===== src/rtl/program_loader.sv =====
// program_loader: writer side of the instruction-memory interface.
// Receives a byte stream (CNT_HI, CNT_LO, 4*N data bytes MSB-first, CHK),
// writes each assembled 32-bit instruction at byte address 4*k and holds the
// core in reset until a load with a matching checksum has completed.
//
// Ports:
//   clk, reset      rising-edge clock, synchronous active-low reset
//   start           load request (honoured in IDLE/DONE/ERR only)
//   byte_in/valid   stream byte and its qualifier
//   byte_ready      loader accepts a byte this cycle
//   mem_we/addr/wdata  one-cycle instruction-memory write
//   core_hold       1 = keep core in reset, PC and IF/ID disabled
//   load_done       verified load complete (level)
//   load_err        load failed (level); err_code 01 = oversize, 10 = checksum
//   words_loaded    words written in the current load
module program_loader #(
  parameter int MAX_WORDS = 64
) (
  input  logic        clk,
  input  logic        reset,
  input  logic        start,
  input  logic [7:0]  byte_in,
  input  logic        byte_valid,
  output logic        byte_ready,
  output logic        mem_we,
  output logic [7:0]  mem_addr,
  output logic [31:0] mem_wdata,
  output logic        core_hold,
  output logic        load_done,
  output logic        load_err,
  output logic [1:0]  err_code,
  output logic [6:0]  words_loaded
);

  typedef enum logic [2:0] {
    IDLE, CNT_HI, CNT_LO, DATA, CHECK, DONE, ERR
  } state_t;

  state_t      state;
  logic [7:0]  cnt_hi;
  logic [6:0]  num_words;
  logic [7:0]  checksum;
  logic [1:0]  byte_idx;
  logic [23:0] shift;

  logic        accept;
  logic [15:0] cnt_full;
  logic [7:0]  sum_next;

  assign accept   = byte_valid && byte_ready;
  assign cnt_full = {cnt_hi, byte_in};
  assign sum_next = checksum + byte_in;

  always_ff @(posedge clk) begin
    if (!reset) begin
      state        <= IDLE;
      cnt_hi       <= '0;
      num_words    <= '0;
      checksum     <= '0;
      byte_idx     <= '0;
      shift        <= '0;
      byte_ready   <= 1'b0;
      mem_we       <= 1'b0;
      mem_addr     <= '0;
      mem_wdata    <= '0;
      core_hold    <= 1'b1;
      load_done    <= 1'b0;
      load_err     <= 1'b0;
      err_code     <= 2'b00;
      words_loaded <= '0;
    end else begin
      mem_we <= 1'b0;
      unique case (state)
        IDLE, DONE, ERR: begin
          if (start) begin
            state        <= CNT_HI;
            byte_ready   <= 1'b1;
            core_hold    <= 1'b1;
            load_done    <= 1'b0;
            load_err     <= 1'b0;
            err_code     <= 2'b00;
            words_loaded <= '0;
            checksum     <= '0;
            byte_idx     <= '0;
            num_words    <= '0;
          end
        end
        CNT_HI: begin
          if (accept) begin
            cnt_hi   <= byte_in;
            checksum <= sum_next;
            state    <= CNT_LO;
          end
        end
        CNT_LO: begin
          if (accept) begin
            checksum  <= sum_next;
            num_words <= cnt_full[6:0];
            if (cnt_full > 16'(MAX_WORDS)) begin
              state      <= ERR;
              byte_ready <= 1'b0;
              load_err   <= 1'b1;
              err_code   <= 2'b01;
            end else if (cnt_full == 16'd0) begin
              state <= CHECK;
            end else begin
              state <= DATA;
            end
          end
        end
        DATA: begin
          if (accept) begin
            checksum <= sum_next;
            shift    <= {shift[15:0], byte_in};
            byte_idx <= byte_idx + 2'd1;
            if (byte_idx == 2'd3) begin
              // words_loaded doubles as the word index of the word being written
              mem_we       <= 1'b1;
              mem_addr     <= {words_loaded[5:0], 2'b00};
              mem_wdata    <= {shift, byte_in};
              words_loaded <= words_loaded + 7'd1;
              if (words_loaded + 7'd1 == num_words)
                state <= CHECK;
            end
          end
        end
        CHECK: begin
          if (accept) begin
            byte_ready <= 1'b0;
            if (checksum == byte_in) begin
              state     <= DONE;
              load_done <= 1'b1;
              core_hold <= 1'b0;
            end else begin
              state    <= ERR;
              load_err <= 1'b1;
              err_code <= 2'b10;
            end
          end
        end
        default: state <= IDLE;
      endcase
    end
  end

endmodule


===== config.mk =====
export PLATFORM = sky130hd
export DESIGN_NAME = program_loader
export DESIGN_NICKNAME = d
export VERILOG_FILES = /design/src/rtl/program_loader.sv
export SDC_FILE = /design/constraint.sdc
export NUM_CORES = 1
export LEC_CHECK = 0
export CAP_MARGIN = 20
export CORE_MARGIN = 1.5
export CORE_UTILIZATION = 35
export CTS_CLUSTER_DIAMETER = 40
export DETAILED_ROUTE_END_ITERATION = 12
export SYNTH_ARGS = -nofsm -noshare
export SYNTH_HDL_FRONTEND = slang
export SYNTH_SLANG_ARGS = --single-unit

===== constraint.sdc =====
create_clock -name clk -period 3.2 [get_ports clk]
set_clock_uncertainty 0.2 [all_clocks]
set_input_delay 0.64 -clock clk [delete_from_list [all_inputs] [get_ports clk]]
set_output_delay 0.64 -clock clk [all_outputs]
set_load 0.03 [all_outputs]

# Word-level counts from Yosys, hierarchy flattened
# Index checks and enable logic that the tools add are counted.
# word_totals
output_inout_bits	54
in_bits	12
register_bits	104
elab_cells	107
# op_classes
n_lt_le_gt_ge	1
n_reduce_logical	22
n_addsub	3
n_eq_ne	20
muxes	46
# ops
cell	n
two-way mux 7 bit	4
one-hot mux 7 bit (2 select lines)	2
two-way mux 3 bit	9
inequality test 2 bit, second input constant	10
greater-than comparator 16 x 7 -> 1 bit, second input constant	1
logical NOT 16 bit	1
two-way mux 8 bit	2
one-hot mux 8 bit (2 select lines)	1
one-hot mux 3 bit (5 select lines)	1
AND reduction 3 bit	5
two-way mux 1 bit	14
two-way mux 2 bit	7
equality test 3 bit, second input constant	3
adder 8 bit	1
equality test 8 bit	1
AND reduction 4 bit	2
nonzero test 2 bit	4
adder 7 x 1 -> 7 bit, second input constant	1
equality test 7 bit	1
AND reduction 7 bit	1
equality test 3 x 2 -> 1 bit, second input constant	2
one-hot mux 1 bit (3 select lines)	2
one-hot mux 2 bit (3 select lines)	1
AND reduction 6 bit	1
12 further kinds	15

# Logic depth before layout (Yosys ltp)
# Gate-level depths: netlist of run 1.
# logic_depth
word_depth	6
depth_mapped	9
mapped_depth_nobuf	8

# Least setup slack after synthesis of run 1
# No wires, ideal clock.
# synth_timing
kind	input port to flip-flop
from	input byte_in[0]
to	register checksum[6]
setup_slack_ps	713
t_arrival_ps	2165
stages	8
n_path_buf	0
setup_ps	122
cell_sequence	ha_1 -> fa_1 -> a21o_1 -> a21oi_1 -> o21bai_1 -> a21oi_1 -> nor4b_1 -> a221o_1
# synth_between
elab_chain_len	3
# synth_rtl
item	line_no	text
from (decl)	22	input logic [7:0] byte_in,
adder 8 bit	52	assign sum_next = checksum + byte_in;
two-way mux 8 bit	89, 96, 112	
one-hot mux 8 bit (2 select lines)	73	unique case (state)
to (signal assigned)	91	checksum <= sum_next;
to (signal assigned)	97	checksum <= sum_next;
to (signal assigned)	113	checksum <= sum_next;
to (decl)	42	logic [7:0] checksum;
# No other way between the ends. The select of a mux whose other input is x is not followed.
# A chain may end at the register's enable or synchronous reset.

# Worst setup path after layout of run 1
# layout_timing
from	input byte_in[3]
to	register core_hold
# layout_between
elab_chain_len	3
# layout_rtl
item	line_no	text
equality test 8 bit	130	if (checksum == byte_in) begin
inequality test 2 bit (no source line)	--	
AND reduction 4 bit (no source line)	--	
to (signal assigned)	66	core_hold <= 1'b1;
to (signal assigned)	78	core_hold <= 1'b1;
to (signal assigned)	133	core_hold <= 1'b0;
to (decl)	28	output logic core_hold,
# No other way between the ends.

==> out/results.tsv, run 1 <==
stage	metric	value	unit
worst_hold_path	Hold Path Stages	2	
layout	Synth-to-Final Area Change	22.7	%
die	Die Area	14500	µm²
synthesis	Ys Warns	0	
detailed_routing	wire per inst	14.0	µm
layout	diode count	0	
synthesis	Primary FF master, synth	dfxtp_1	
die	Die H	120	µm
layout	Core Util, Final	0.443	
worst_setup_path	Critical Path AT	2.74	ns
detailed_routing	# DRC	0	
worst_setup_path	r2r worst-path depth	6	
timing	setup_tns	0	ns
clock_network	# resized after CTS	0	
grt	gr usage total	0.162	
worst_setup_path	critical-path cell list	clkdlybuf4s50_1 -> ha_1 -> nor4_1 -> nand3_1 -> o21ai_0 -> o21ai_0 -> nor4_1 -> o21ai_0	
detailed_routing	DR vias	4063	
clock_network	clock sink count	104	
worst_setup_path	reg-to-reg startpoint	state[0]	
synthesis	fraction of registers with async set/reset	0	
detailed_routing	DR iter-0 viols	183	
job	max_cap viols	0	
timing	crit share post-route	0.866	
layout	Nets	656	
timing	Slew HR	0.369	
layout	share of cells above drive strength 1	0.0751	
worst_setup_path	CP Class	input pin to register	
synthesis	Yosys reg bits	104	
synthesis	Post-synth EDFFs	0	
die	Die Wd	120	µm
outcome	outcome	complete, no violations	
grt	initial antenna violation count	0	
worst_hold_path	Hold Crit Start	mem_wdata[31]	
worst_setup_path	Buffers & Inverters on Critical Path	1	
detailed_routing	Routed Antenna Nets	0	
timing	final hold slack	0.253	ns
timing	worst-margin pin slew	0.947	ns
worst_setup_path	Critical Path Most Common Cell	o21ai_0	
timing	final setup fails	0	
power_and_ir_drop	Pleak	2.06	nW
detailed_routing	TritonRoute pass-1 iters	4	
worst_hold_path	hold endpoint	mem_wdata[31]	
synthesis	Syn Area/Cell	8.25	µm²
clock_network	hold_buf cts	0	
timing	Hold Fails Final Rpt	0	
die	Initial Util	0.361	
grt	GRT overflow	0	
detailed_routing	DR vias/cell	4.99	
placed_design	DP HPWL	8090	µm
synthesis	Post-Syn Area	4820	µm²
grt	vias in the first global route	3828	
clock_network	H-tree Lvls	3	
worst_setup_path	WP data required	3.17	ns
synthesis	Seq/Total Area, Yosys	0.432	
worst_setup_path	crit start category	input pin	
worst_setup_path	Crit. End Element	register	
worst_hold_path	min-delay worst type	register to register	
timing	minimum clock period	2.77	ns
clock_network	worst skew pair latency	0.34	ns
synthesis	Synth cell types	57	
clock_network	# Post-CTS Setup Buffers	0	
placed_design	gpl congestion	0.867	
clock_network	Max clock buf depth	2	
worst_setup_path	FF-to-FF setup slack	0.54	ns
timing	Slew Viols, Final	0	
die	Core Area	13300	µm²
worst_setup_path	RR Endpoint	words_loaded[2]	
power_and_ir_drop	VDD IR max	0.000271	V
worst_setup_path	Crit path max-delay family	simple AND/OR/NAND/NOR gates	
timing	FMAX	0.361	GHz
worst_setup_path	CP max stage delay	0.44	ns
clock_network	CTS tree	yes	
worst_setup_path	CP Max Fanout	5	
die	Ports	66	
clock_network	cts bufs inserted	9	
die	Rows	42	
grt	first-pass GRT wire length	19000	µm
synthesis	Post-Synthesis Cells	584	
power_and_ir_drop	Power Density	530	nW/µm²
clock_network	clock transition at the registers of the reported paths	0.07	ns
clock_network	Root Driver	clkbuf_16	
timing	RSZ-0062 raised after global routing	no	
placed_design	I/O Buffers	63	
worst_setup_path	CP max-delay cell	clkdlybuf4s50_1	
grt	largest net degree at the start of global routing	65	
detailed_routing	DRT Wirelength	11400	µm
-- stage by stage --
stage / worst slack, ns / instance area, µm² / power (mW) / std cells
2_1_floorplan: 0.713 / 4820 / 1.90 / 585
3_3_place_gp: 0.137 / 5610 / 2.07 / 799
3_5_place_dp: 0.0390 / 5610 / 2.07 / 799
4_1_cts: 0.405 / 5910 / 3.16 / 815
5_1_grt: 0.106 / 5910 / 3.30 / 815
6_report: 0.429 / 5910 / 3.13 / 815
-- Yosys cell counts, types with 2 or more instances --
cell type	instances	area, µm²
buf_4	3	22.5
nand3_1	27	135
o21a_1	3	22.5
and2_1	8	50.1
and3b_1	2	17.5
o21bai_1	3	22.5
a21boi_1	20	150
nand3b_1	2	15.0
clkbuf_1	23	86.3
nand2_1	165	619
nor3_1	11	55.1
and3_1	3	18.8
nand3_2	2	20.0
nor2_1	10	37.5
xnor2_1	8	70.1
a31oi_1	3	18.8
o21ai_0	14	70.1
a21boi_0	57	428
and4_1	2	17.5
inv_1	8	30.0
a21oi_1	14	70.1
mux2i_1	11	110
a21o_1	3	22.5
nor2_2	2	12.5
buf_1	4	15.0
ha_1	9	113
buf_2	12	60.1
xor2_1	8	70.1
nor4_1	4	25.0
dfxtp_1	104	2080
nor2b_1	12	75.1
o211ai_1	2	15.0
-- registers in the layout, summed over array words and instances, names as in the netlist --
| signal | count |
|---|---|
| mem_addr | 6 |
| shift | 24 |
| mem_wdata | 32 |
| state | 3 |
| mem_we | 1 |
| core_hold | 1 |
| cnt_hi | 8 |
| byte_ready | 1 |
| byte_idx | 2 |
| checksum | 8 |
| load_done | 1 |
| err_code | 2 |
| load_err | 1 |
| num_words | 7 |
| words_loaded | 7 |
-- tightest hold or removal path: cells and delay by family, from the launching register on --
kind	cells	cell delay, ns
and+or+nand+nor	1	0.05
AOI/OAI and AO/OA	1	0.05
DFF	1	0.31
-- layer usage --
metal  GRT usage  vias to the layer above  wire (µm)
met2       0.262                       71       5320
met4      0.0493                        0        162
met3      0.0311                       14        396
met1       0.220                     1903       5560
li1            -                     2075          -
met5           0                        -          0
-- where the power goes --
group	internal (mW)	total [mW]	switching, mW
Sequential	1.34	1.42	0.0847
Combinational	0.250	0.627	0.376
Clock	0.583	1.08	0.496
Total	2.17	3.13	0.957
-- cells by family after synthesis --
| family | Yosys count | share of synthesized area |
|---|---|---|
| other | 1 | 0.000779 |
| buffers and inverters | 50 | 0.0444 |
| muxes | 12 | 0.0252 |
| xor gates and xnor gates | 16 | 0.0291 |
| DFF | 104 | 0.432 |
| and+or+nand+nor | 257 | 0.239 |
| AOI/OAI and AO/OA | 134 | 0.202 |
| adders and majority gates | 10 | 0.0275 |
-- area by class of cell --
type                    count  area (µm²)
inverters                   8        30.0
clock buffers              11         253
flip-flops and latches    104        2080
fillers                  1369        7440
clock inverters             5        45.0
well taps                 176         220
multi-input cells         431        2520
repair buffers             80         753
-- how the worst max path moves through the flow --
stage / to / depth (start not counted) / start
CTS: core_hold / 8 / byte_in[3]
finish: core_hold / 8 / byte_in[3]
global route: core_hold / 8 / byte_in[3]
global placement: checksum[6] / 9 / byte_in[0]
detailed placement: core_hold / 8 / byte_in[3]
floorplan: checksum[6] / 8 / byte_in[0]
-- cell usage in the layout (no fill, tap or decap), types with 12 or more instances in the layout --
| cell type | n |
|---|---|
| a21boi_1 | 20 |
| a21boi_0 | 57 |
| dfxtp_1 | 104 |
| nand3_1 | 27 |
| a21oi_1 | 14 |
| o21ai_0 | 14 |
| nand2_1 | 165 |
| buf_4 | 17 |
| clkdlybuf4s50_1 | 62 |
| nor2b_1 | 12 |
Power figures use the tool's default switching activity.
==> inputs of run 2 (changes only) <==
--- a/config.mk
+++ b/config.mk
@@ -7,9 +7,10 @@
 export LEC_CHECK = 0
 export CAP_MARGIN = 20
 export CORE_MARGIN = 1.5
-export CORE_UTILIZATION = 35
+export CORE_UTILIZATION = 43
 export CTS_CLUSTER_DIAMETER = 40
 export DETAILED_ROUTE_END_ITERATION = 12
+export PLACE_DENSITY = 0.65
 export SYNTH_ARGS = -nofsm -noshare
 export SYNTH_HDL_FRONTEND = slang
 export SYNTH_SLANG_ARGS = --single-unit
==> out/results.tsv, run 2 (synthesized netlist as in run 1, its figures left out) <==
stage	metric	value	unit
die	Initial Util	0.442	
worst_setup_path	CP Max Fanout	2	
clock_network	cts bufs inserted	9	
timing	FMAX	0.370	GHz
timing	Slew HR	0.384	
timing	RSZ-0062 raised after global routing	no	
power_and_ir_drop	P_sw	0.927	mW
grt	initial antenna violation count	0	
die	Die Area	11800	µm²
die	Die H	109	µm
clock_network	Root Driver	clkbuf_8	
timing	minimum clock period	2.70	ns
worst_setup_path	RR Endpoint	state[2]	
power_and_ir_drop	Int Pwr	1.87	mW
power_and_ir_drop	Pleak	1.99	nW
detailed_routing	Routed Antenna Nets	0	
layout	Biggest register	mem_wdata	
worst_setup_path	critical-path cell list	clkdlybuf4s50_1 -> ha_1 -> fa_1 -> a21o_1 -> a21oi_1 -> o21bai_1 -> a21oi_1 -> nor4b_1 -> a221o_1	
detailed_routing	TritonRoute pass-1 iters	4	
worst_hold_path	hold endpoint	mem_wdata[27]	
layout	FILL cells	1078	
placed_design	gpl congestion	0.925	
worst_setup_path	crit start category	input pin	
die	Ports	66	
worst_setup_path	WP data required	3.28	ns
worst_setup_path	Critical Path Most Common Cell	a21oi_1	
grt	first-pass GRT wire length	18500	µm
layout	diode count	0	
clock_network	CTS tree	yes	
grt	grt met2 use	0.319	
placed_design	I/O Buffers	63	
clock_network	# Post-CTS Setup Buffers	0	
power_and_ir_drop	VDD IR max	0.000306	V
worst_setup_path	CP max-delay cell	clkdlybuf4s50_1	
layout	max reg flops	32	
layout	Nets	655	
grt	global routing met1 resource utilization	0.274	
grt	gr usage total	0.201	
power_and_ir_drop	Power Density	488	nW/µm²
detailed_routing	DRT Wirelength	11300	µm
layout	Regs by FF count	mem_wdata x32, shift x24	
timing	crit share post-route	0.844	
worst_setup_path	Critical Path AT	2.78	ns
timing	worst-margin pin slew	0.924	ns
timing	setup_tns	0	ns
job	max_cap viols	0	
layout	most frequent cells in the layout	nand2_1, dfxtp_1, clkdlybuf4s50_1, a21boi_0, nand3_1	
power_and_ir_drop	Flop pwr share	0.508	
detailed_routing	# DRC	0	
grt	vias in the first global route	3825	
grt	largest net degree at the start of global routing	62	
clock_network	H-tree Lvls	3	
worst_hold_path	Hold Path Stages	2	
detailed_routing	wire per inst	14.5	µm
power_and_ir_drop	clock share of power	0.271	
detailed_routing	DR iter-0 viols	243	
timing	final setup fails	0	
grt	GRT overflow	0	
layout	commonest non-fill, non-tap cell in the layout	nand2_1	
die	Core Area	10900	µm²
placed_design	DP HPWL	7720	µm
worst_hold_path	min-delay worst type	register to register	
die	Rows	38	
layout	Register Area	2080	µm²
worst_setup_path	FF-to-FF setup slack	0.57	ns
layout	Synth-to-Final Area Change	19.1	%
grt	GRT busiest layer	met2	
placed_design	placed insts	762	
clock_network	Max clock buf depth	2	
clock_network	# resized after CTS	0	
worst_setup_path	Crit. End Element	register	
grt	met3 Use GR	0.0353	
worst_setup_path	reg-to-reg startpoint	words_loaded[0]	
timing	Slew Viols, Final	0	
worst_setup_path	CP Class	input pin to register	
clock_network	hold_buf cts	0	
worst_setup_path	CP max stage delay	0.44	ns
die	Die Wd	109	µm
layout	footprint of the multi-input gates	2520	µm²
clock_network	clock sink count	104	
timing	Hold Fails Final Rpt	0	
power_and_ir_drop	Sw Ratio	0.331	
clock_network	worst skew pair latency	0.39	ns
layout	share of cells above drive strength 1	0.0706	
clock_network	clock transition at the registers of the reported paths	0.10	ns
detailed_routing	DR vias	4102	
worst_setup_path	r2r worst-path depth	7	
layout	non-filler cells, final	777	
outcome	outcome	complete, no violations	
power_and_ir_drop	combinational share of power	0.221	
worst_hold_path	Hold Crit Start	mem_wdata[27]	
detailed_routing	DR vias/cell	5.28	
-- run 2: cell count changes in the layout (fill, tap and decap cells not counted), sizes merged --
cell | previous run | this run
clkbuf | 11 | 10
clkinvlp | 1 | 2
buf | 18 | 17
inv | 11 | 10
-- run 2: how the worst max path moves through the flow --
stage | endpoint | startpoint | slack [ns] | depth (start not counted)
after floorplan | checksum[6] | byte_in[0] | 0.71 | 8
after global placement | checksum[6] | byte_in[0] | 0.16 | 9
after detailed placement | checksum[6] | byte_in[0] | 0.11 | 9
after CTS | checksum[6] | byte_in[0] | 0.52 | 9
after global routing | checksum[6] | byte_in[0] | 0.36 | 9
final | checksum[6] | byte_in[0] | 0.50 | 9
-- run 2: power by group through the flow --
stage	Combinational (mW)	Sequential (mW)	Clock, mW
final	0.618	1.42	0.760
after global routing	0.680	1.43	0.828
after CTS	0.618	1.42	0.778
after detailed placement	0.615	1.45	0
after global placement	0.609	1.45	0
after floorplan	0.488	1.42	0
-- run 2: critical path: cells and delay by family --
kind                       cells  cell delay [ns]
buffers and inverters          1             0.44
adders and majority gates      2             0.65
AOI/OAI and AO/OA              5             0.95
and+or+nand+nor                1             0.08
-- run 2: metrics by stage --
| step | hold slack, ns | cell area, µm² | utilization | power (mW) | setup WS (ns) |
|---|---|---|---|---|---|
| floorplan | 0.231 | 4820 | - | 1.90 | 0.713 |
| global placement | 0.237 | 5570 | 0.511 | 2.06 | 0.162 |
| detailed placement | 0.244 | 5570 | 0.511 | 2.07 | 0.111 |
| CTS | 0.259 | 5740 | 0.527 | 2.82 | 0.515 |
| global route | 0.279 | 5740 | 0.527 | 2.94 | 0.357 |
| finish | 0.257 | 5740 | 0.527 | 2.80 | 0.499 |
-- run 2: layer usage --
layer | vias up | wire [µm]
li1 | 2072 | -
met1 | 1936 | 5530
met2 | 82 | 5130
met3 | 12 | 420
met4 | 0 | 187
met5 | - | 0
-- run 2: layout make-up --
class	instances	area share
Clock buffer	10	0.0222
Clock inverter	5	0.00720
Inverter	8	0.00523
Multi-Input combinational cell	431	0.440
Sequential cell	104	0.363
Tap cell	140	0.0305
Timing Repair Buffer	79	0.132
==> inputs of run 3 (changes only) <==
--- a/config.mk
+++ b/config.mk
@@ -10,7 +10,7 @@
 export CORE_UTILIZATION = 43
 export CTS_CLUSTER_DIAMETER = 40
 export DETAILED_ROUTE_END_ITERATION = 12
-export PLACE_DENSITY = 0.65
+export PLACE_DENSITY = 0.68
 export SYNTH_ARGS = -nofsm -noshare
 export SYNTH_HDL_FRONTEND = slang
 export SYNTH_SLANG_ARGS = --single-unit
==> constraint.sdc (replaced) <==
create_clock -name clk -period 2.3 [get_ports clk]
set_clock_uncertainty 0.2 [all_clocks]
set_input_delay 0.46 -clock clk [delete_from_list [all_inputs] [get_ports clk]]
set_output_delay 0.46 -clock clk [all_outputs]
set_load 0.03 [all_outputs]
==> out/results.tsv, run 3 (synthesized netlist as in run 1, its figures left out) <==
stage	metric	value	unit
worst_setup_path	crit start category	register	
grt	GRT overflow	0	
worst_setup_path	CP max-delay cell	clkdlybuf4s50_1	
clock_network	Max clock buf depth	2	
timing	final hold slack	0.260	ns
clock_network	hold_buf cts	0	
layout	FILL cells	1033	
layout	commonest non-fill, non-tap cell in the layout	nand2_1	
clock_network	cts bufs inserted	9	
detailed_routing	wire per inst	14.1	µm
grt	vias in the first global route	4127	
layout	diode count	0	
job	max_cap viols	0	
grt	initial antenna violation count	0	
layout	most frequent cells in the layout	nand2_1, dfxtp_1, a21boi_0, clkdlybuf4s50_1, buf_4	
outcome	outcome	complete, no violations	
timing	worst-margin pin slew	0.664	ns
die	Initial Util	0.442	
grt	first-pass GRT wire length	19100	µm
grt	gr usage total	0.203	
placed_design	I/O Buffers	63	
layout	Regs by FF count	mem_wdata x32, shift x24	
die	Rows	38	
clock_network	clock sink count	104	
worst_setup_path	Critical Path AT	1.56	ns
worst_hold_path	Hold Crit Start	shift[16]	
detailed_routing	Routed Antenna Nets	0	
layout	Biggest register	mem_wdata	
placed_design	placed insts	795	
power_and_ir_drop	Pleak	2.23	nW
worst_setup_path	critical-path cell list	buf_4 -> clkdlybuf4s50_1	
worst_setup_path	Crit. Startpoint	words_loaded[0]	
worst_setup_path	CP Max Fanout	9	
worst_setup_path	Crit. End Element	output port	
worst_setup_path	WP data required	1.64	ns
worst_setup_path	Buffers & Inverters on Critical Path	2	
detailed_routing	TritonRoute pass-1 iters	4	
placed_design	gpl congestion	0.926	
layout	max reg flops	32	
die	Ports	66	
clock_network	Root Driver	clkbuf_8	
clock_network	CTS tree	yes	
detailed_routing	# DRC	0	
power_and_ir_drop	VDD IR max	0.000438	V
worst_hold_path	min-delay worst type	register to register	
clock_network	clock transition at the registers of the reported paths	0.09	ns
timing	minimum clock period	2.22	ns
worst_setup_path	CP Class	register to output port	
detailed_routing	DR vias	4210	
worst_setup_path	CP max stage delay	0.68	ns
layout	non-filler cells, final	810	
detailed_routing	DRT Wirelength	11500	µm
placed_design	DP HPWL	7980	µm
timing	crit share post-route	0.964	
grt	largest net degree at the start of global routing	70	
timing	Hold Fails Final Rpt	0	
timing	setup_tns	0	ns
layout	share of cells above drive strength 1	0.131	
worst_setup_path	Crit path max-delay family	buffers and inverters	
detailed_routing	DR iter-0 viols	192	
worst_setup_path	reg-to-reg startpoint	words_loaded[0]	
clock_network	# Post-CTS Setup Buffers	0	
layout	Synth-to-Final Area Change	26.8	%
timing	final setup fails	0	
timing	Slew Viols, Final	0	
layout	Nets	688	
timing	FMAX	0.451	GHz
die	Die Area	11800	µm²
die	Die H	109	µm
die	Core Area	10900	µm²
clock_network	H-tree Lvls	3	
clock_network	worst skew pair latency	0.37	ns
timing	Slew HR	0.557	
die	Die Wd	109	µm
detailed_routing	DR vias/cell	5.20	
power_and_ir_drop	Power Density	663	nW/µm²
run 3: worst paths after layout:
path,to,slack (ns),cells past startpoint
min,mem_wdata[24],0.26,2
max,words_loaded[0],0.08,2
min reg2reg,mem_wdata[24],0.26,2
max reg2reg,state[2],0.13,7
run 3: worst register-to-register path, cell delays in order, from the launching register on:
cell	delay (ns)
dfxtp_1	0.35
ha_1	0.27
nand3_2	0.12
a311oi_2	0.27
nand3_1	0.12
o31ai_2	0.38
nand2_2	0.13
a221oi_2	0.26
run 3: area by class of cell:
class,instances,area [µm²],area share
flip-flops and latches,104,2080,0.341
clock buffers,11,141,0.0231
multi-input cells,431,2590,0.423
clock inverters,4,31.3,0.00512
well taps,140,175,0.0287
repair buffers,112,1060,0.173
inverters,8,30.0,0.00492
run 3: report_power, final:
part           leakage, nW  internal [mW]  total [mW]  switching (mW)
sequential           0.840           1.86        1.97           0.103
combinational         1.31          0.463        1.05           0.591
clock               0.0893          0.422        1.03           0.605
total                 2.23           2.75        4.05            1.30
run 3: metrics by stage:
step	area (µm²)	setup WS (ns)	total power, mW	utilization
after global routing	6110	-0.0231	4.27	0.561
after CTS	6050	0.00358	4.06	0.556
final	6110	0.0819	4.05	0.561
after detailed placement	5870	-0.519	3.02	0.539
after global placement	5870	-0.521	2.99	0.539
after floorplan	4820	0.0181	2.65	-
run 3: repair_timing:
item | CTS | global route
gates resized for setup | 9 | 9
endpoints found under the setup margin | 4 | 17
pin swaps | 5 | 5
run 3: routing by layer:
metal | routed length, µm | track usage | up-vias
met5 | 0 | 0 | -
met4 | 109 | 0.0376 | 0
met3 | 439 | 0.0502 | 9
met2 | 5620 | 0.354 | 89
met1 | 5290 | 0.255 | 1984
li1 | - | - | 2128
